File: src/rtl/score_argmax.sv
// score_argmax: collects NUM_CLASSES unsigned scores per frame and reports the
// index and value of the largest one (lowest index wins ties).
//
// Ports:
//   clk, rst              single clock, asynchronous active-high reset
//   start                 one-cycle pulse; begins (or restarts) a frame
//   in_valid/in_ready     score handshake; class index is the arrival order
//   in_score              incoming score
//   out_valid/out_ready   result handshake; result held until accepted
//   out_class, out_score  winning index and score, zero while out_valid=0
//   busy                  high whenever a frame is in flight or unacknowledged
//   rd_idx, rd_score      combinational read port into the score buffer
module score_argmax #(
    parameter int NUM_CLASSES = 10,
    parameter int SCORE_W     = 8
) (
    input  logic               clk,
    input  logic               rst,
    input  logic               start,
    input  logic               in_valid,
    output logic               in_ready,
    input  logic [SCORE_W-1:0] in_score,
    output logic               out_valid,
    input  logic               out_ready,
    output logic [3:0]         out_class,
    output logic [SCORE_W-1:0] out_score,
    output logic               busy,
    input  logic [3:0]         rd_idx,
    output logic [SCORE_W-1:0] rd_score
);
    typedef enum logic [1:0] {IDLE, COLLECT, DONE} state_t;

    state_t             state;
    logic [3:0]         cnt;
    logic [3:0]         max_idx;
    logic [SCORE_W-1:0] max_score;
    logic [SCORE_W-1:0] buffer [NUM_CLASSES];

    logic               take;
    logic               last;
    logic               upd;
    logic [SCORE_W-1:0] nxt_score;
    logic [3:0]         nxt_idx;

    // start in COLLECT aborts the frame, so a score offered alongside it is dropped
    assign take      = (state == COLLECT) && in_valid && !start;
    assign last      = cnt == 4'(NUM_CLASSES - 1);
    // strict compare keeps the earliest index on ties
    assign upd       = (cnt == 4'd0) || (in_score > max_score);
    assign nxt_score = upd ? in_score : max_score;
    assign nxt_idx   = upd ? cnt : max_idx;
    assign rd_score  = (32'(rd_idx) < NUM_CLASSES) ? buffer[rd_idx] : '0;

    always_ff @(posedge clk or posedge rst) begin
        if (rst) begin
            for (int i = 0; i < NUM_CLASSES; i++) buffer[i] <= '0;
        end else if (take) begin
            buffer[cnt] <= in_score;
        end
    end

    always_ff @(posedge clk or posedge rst) begin
        if (rst) begin
            state     <= IDLE;
            cnt       <= '0;
            max_idx   <= '0;
            max_score <= '0;
            in_ready  <= 1'b0;
            out_valid <= 1'b0;
            out_class <= '0;
            out_score <= '0;
            busy      <= 1'b0;
        end else begin
            case (state)
                IDLE: begin
                    if (start) begin
                        state     <= COLLECT;
                        cnt       <= '0;
                        max_idx   <= '0;
                        max_score <= '0;
                        in_ready  <= 1'b1;
                        busy      <= 1'b1;
                    end
                end
                COLLECT: begin
                    if (start) begin
                        cnt       <= '0;
                        max_idx   <= '0;
                        max_score <= '0;
                    end else if (in_valid) begin
                        max_idx   <= nxt_idx;
                        max_score <= nxt_score;
                        // the counter parks on the last index instead of wrapping
                        if (last) begin
                            state     <= DONE;
                            in_ready  <= 1'b0;
                            out_valid <= 1'b1;
                            out_class <= nxt_idx;
                            out_score <= nxt_score;
                        end else begin
                            cnt <= cnt + 4'd1;
                        end
                    end
                end
                DONE: begin
                    if (out_ready) begin
                        out_valid <= 1'b0;
                        out_class <= '0;
                        out_score <= '0;
                        if (start) begin
                            state     <= COLLECT;
                            cnt       <= '0;
                            max_idx   <= '0;
                            max_score <= '0;
                            in_ready  <= 1'b1;
                        end else begin
                            state <= IDLE;
                            busy  <= 1'b0;
                        end
                    end
                end
                default: state <= IDLE;
            endcase
        end
    end
endmodule

File: config.mk
export PLATFORM = sky130hd
export DESIGN_NAME = score_argmax
export DESIGN_NICKNAME = d
export VERILOG_FILES = /design/src/rtl/score_argmax.sv
export SDC_FILE = /design/constraint.sdc
export NUM_CORES = 1
export LEC_CHECK = 0
export CORE_MARGIN = 3
export CORE_UTILIZATION = 54
export DETAILED_ROUTE_END_ITERATION = 10
export PLACE_DENSITY = 0.77
export SLEW_MARGIN = 0
export SYNTH_ARGS = -nofsm -noshare
export SYNTH_HDL_FRONTEND = slang
export SYNTH_SLANG_ARGS = --single-unit
File: constraint.sdc
create_clock -name clk -period 12.4 [get_ports clk]
set_clock_uncertainty 0.2 [all_clocks]
set_input_delay 2.48 -clock clk [delete_from_list [all_inputs] [get_ports clk]]
set_output_delay 2.48 -clock clk [all_outputs]
set_load 0.05 [all_outputs]
==> summary.md <==
| Metric | Value |
|---|---|
| Status | finished clean |
| PwrDens | 178.2 mW/mm2 |
| Startpoint types | input pin |
| Commonest non-fill, non-tap cells in the layout | dfrtp_1, mux2_2, nand2_1 |
| Post-Syn Instances | 439 |
| Grt ovf | 0 |
| Minimum clock period | 7933 ps |
| CP max-delay cell | clkdlybuf4s50_1 |
| Max-slew violation count | 0 |
| Die width | 105.7 um |
| Synth Register Bits | 113 |
| Layout cells sized above 1 | 0.2381 |
| CTS tree | built |
| Post-CTS Setup Bufs | 0 |
| Largest net degree at the start of global routing | 70 |
| Crit Path Max Fanout | 17 |
| IO Count | 40 |
| Mapped Nets | 468 |
| Die Y | 105.7 um |
| # diodes | 0 |
| Leak | 2.924 nW |
| Hold Fails Final Rpt | 0 |
| Vias | 3747 |
| Cell variety after synth | 35 |
| Tcrit/Tclk final | 0.6398 |
| Syn-to-layout area delta | 19.57% |
| Initial antenna violation count | 0 |
| Ys async rst share | 1.000 |
| Crit-path max cell delay | 870 ps |
| Max-cap viol count | 0 |
| Clock Tree Root | clkbuf_8 |
| Setup violations, final | 0 |
| DR iter-0 viols | 193 |
| Nets | 500 |
| Clock transition at path regs | 50 ps |
| Gpl congestion | 0.8041 |
| Commonest non-fill, non-tap cell in the layout | dfrtp_1 |
| Critical path class | input pin to primary output |
| Drt pass-1 iters | 5 |
| Buffers on Ports | 39 |
| Ys flop type | dfrtp_1 |
| Critical-path cell list | clkdlybuf4s50_1 -> nand2b_1 -> nor2_1 -> a21oi_1 -> o21ai_0 -> clkdlybuf4s50_1 |
| DRC Markers | 0 |
| Vias in the first global route | 4083 |
| Deepest clock path buffer count | 2 |
| Worst-skew pair later-pin latency | 520 ps |
| Overall Global Routing Usage | 0.2400 |
| Worst Setup End Kind | primary output |
| Cell area after synthesis | 0.005370 mm2 |
| Cell Rows | 35 |
| Die ar. | 0.01118 mm2 |
| Ys Warns | 0 |
| Estimated wirelength of the detail-placed design | 7883 um |
| Post-synth EDFFs | 0 |
| CP required | 9720 ps |
| Sequential element share of the synthesized area | 0.5266 |
| Layout Cells excl Fill | 612 |
| Initial Utilization | 0.5677 |
| Sum Neg Setup Slack | 0 ps |
| Global-route wire length before repair | 20690 um |
| Routed Antenna Nets | 0 |
| Hold Buf Count CTS | 0 |
| Rel. slew slack | 0.2710 |
| Worst Path Arrival | 5250 ps |
| Total CTS buffers | 17 |
| # fillers | 684 |
| Most frequent cell on the critical path | clkdlybuf4s50_1 |
| FMAX | 126.1 MHz |
| Clock Sinks | 113 |
| Post-CTS Resized | 0 |
| Placed Cells | 581 |
| CORE AREA | 0.009459 mm2 |
| RSZ-0062 raised after global routing | false |
| Vias/cell | 6.123 |
| Clock H-tree levels | 4 |
| Routed WL | 12140 um |
| Syn avg cell area | 12.23 um2 |
| Hold crit path type | register to register |
| Main area contributors after synthesis | dfrtp_1, mux2_2, mux4_2, nand2_1, ha_1 |
| Avg WL per Cell | 19.83 um |
| Synth top area share | 0.5266 |
| Synth area leader | dfrtp_1 |
| Peak supply drop | 0.07492 mV |
| Slew @ Worst Pin | 1088 ps |
## synth_stat cells, types with 3 or more instances
cell / number
ha_1: 12
nand3_1: 9
clkbuf_1: 20
dfrtp_1: 113
nor2_1: 15
o21ai_0: 28
buf_2: 8
mux2_1: 4
nand2b_1: 3
inv_1: 22
a21oi_1: 16
a32o_1: 11
mux4_2: 16
o211ai_1: 11
nand2_1: 41
nand4_1: 11
nand3b_1: 3
mux2_2: 64
mux2i_1: 9
## through the flow
step | hold WS (ps) | setup WS [ps] | power [mW] | area, um2 | utilization
3_5_place_dp | 271.2 | 4540 | 0.6513 | 5824 | 0.6157
6_report | 291.0 | 4467 | 1.144 | 6421 | 0.6788
5_1_grt | 301.4 | 4286 | 1.193 | 6421 | 0.6788
3_3_place_gp | 261.4 | 4660 | 0.6409 | 5824 | 0.6157
2_1_floorplan | 244.6 | 5223 | 0.5992 | 5370 | -
4_1_cts | 285.1 | 4422 | 1.150 | 6421 | 0.6788
## per-layer routing
metal	wire length [um]	track usage	vias up
met4	227	0.08233	0
met5	0	0	-
met3	477	0.06307	17
li1	-	-	1667
met2	6491	0.4158	82
met1	4942	0.2910	1981
## path summary, 6_finish.rpt
kind / start / end / slack (ps) / cells after the start
hold / removal: buffer[40] / buffer[40] / 290 / 1
setup reg to reg: max_score[1] / max_score[0] / 9220 / 7
max in group asynchronous: rst / buffer[12] / 8570 / 3
hold reg to reg: buffer[40] / buffer[40] / 290 / 1
min in group asynchronous: rst / buffer[17] / 2170 / 2
setup / recovery: rd_idx[1] / rd_score[3] / 4470 / 6
## critical path: cells and delay by family
family	cells	cell delay (ps)
simple gates	2	760
buf+inv	2	1720
compound gates	2	280
## sequential cells by signal, indices dropped and copies added, names as in the netlist
register and cells:
cnt 4, max_score 8, out_score 8, buffer 80
in_ready 1, out_valid 1, state 2, max_idx 4
out_class 4, busy 1
## logic make-up after synthesis
family,Yosys count,synth area share
flops,113,0.5266
mux,93,0.2265
simple gates,93,0.08714
compound gates,75,0.09017
buf+inv,50,0.03681
fa+ha+maj,12,0.02796
xor+xnor,3,0.004894
## area by class of cell
type	count	area, um2	share of cell area
clock inverters	12	165.2	0.02572
flip-flops and latches	113	2828	0.4404
repair buffers	41	405.4	0.06313
inverters	22	85.08	0.01325
clock buffers	19	431.7	0.06723
multi-input cells	276	2345	0.3652
well taps	129	161.4	0.02514
## power by group
part           switching (mW)  total, mW  internal, mW
registers              0.0359      0.467         0.431
logic                  0.0902      0.183        0.0925
clock network           0.167      0.495         0.328
Note: power is estimated with default switching activity, not from simulation.
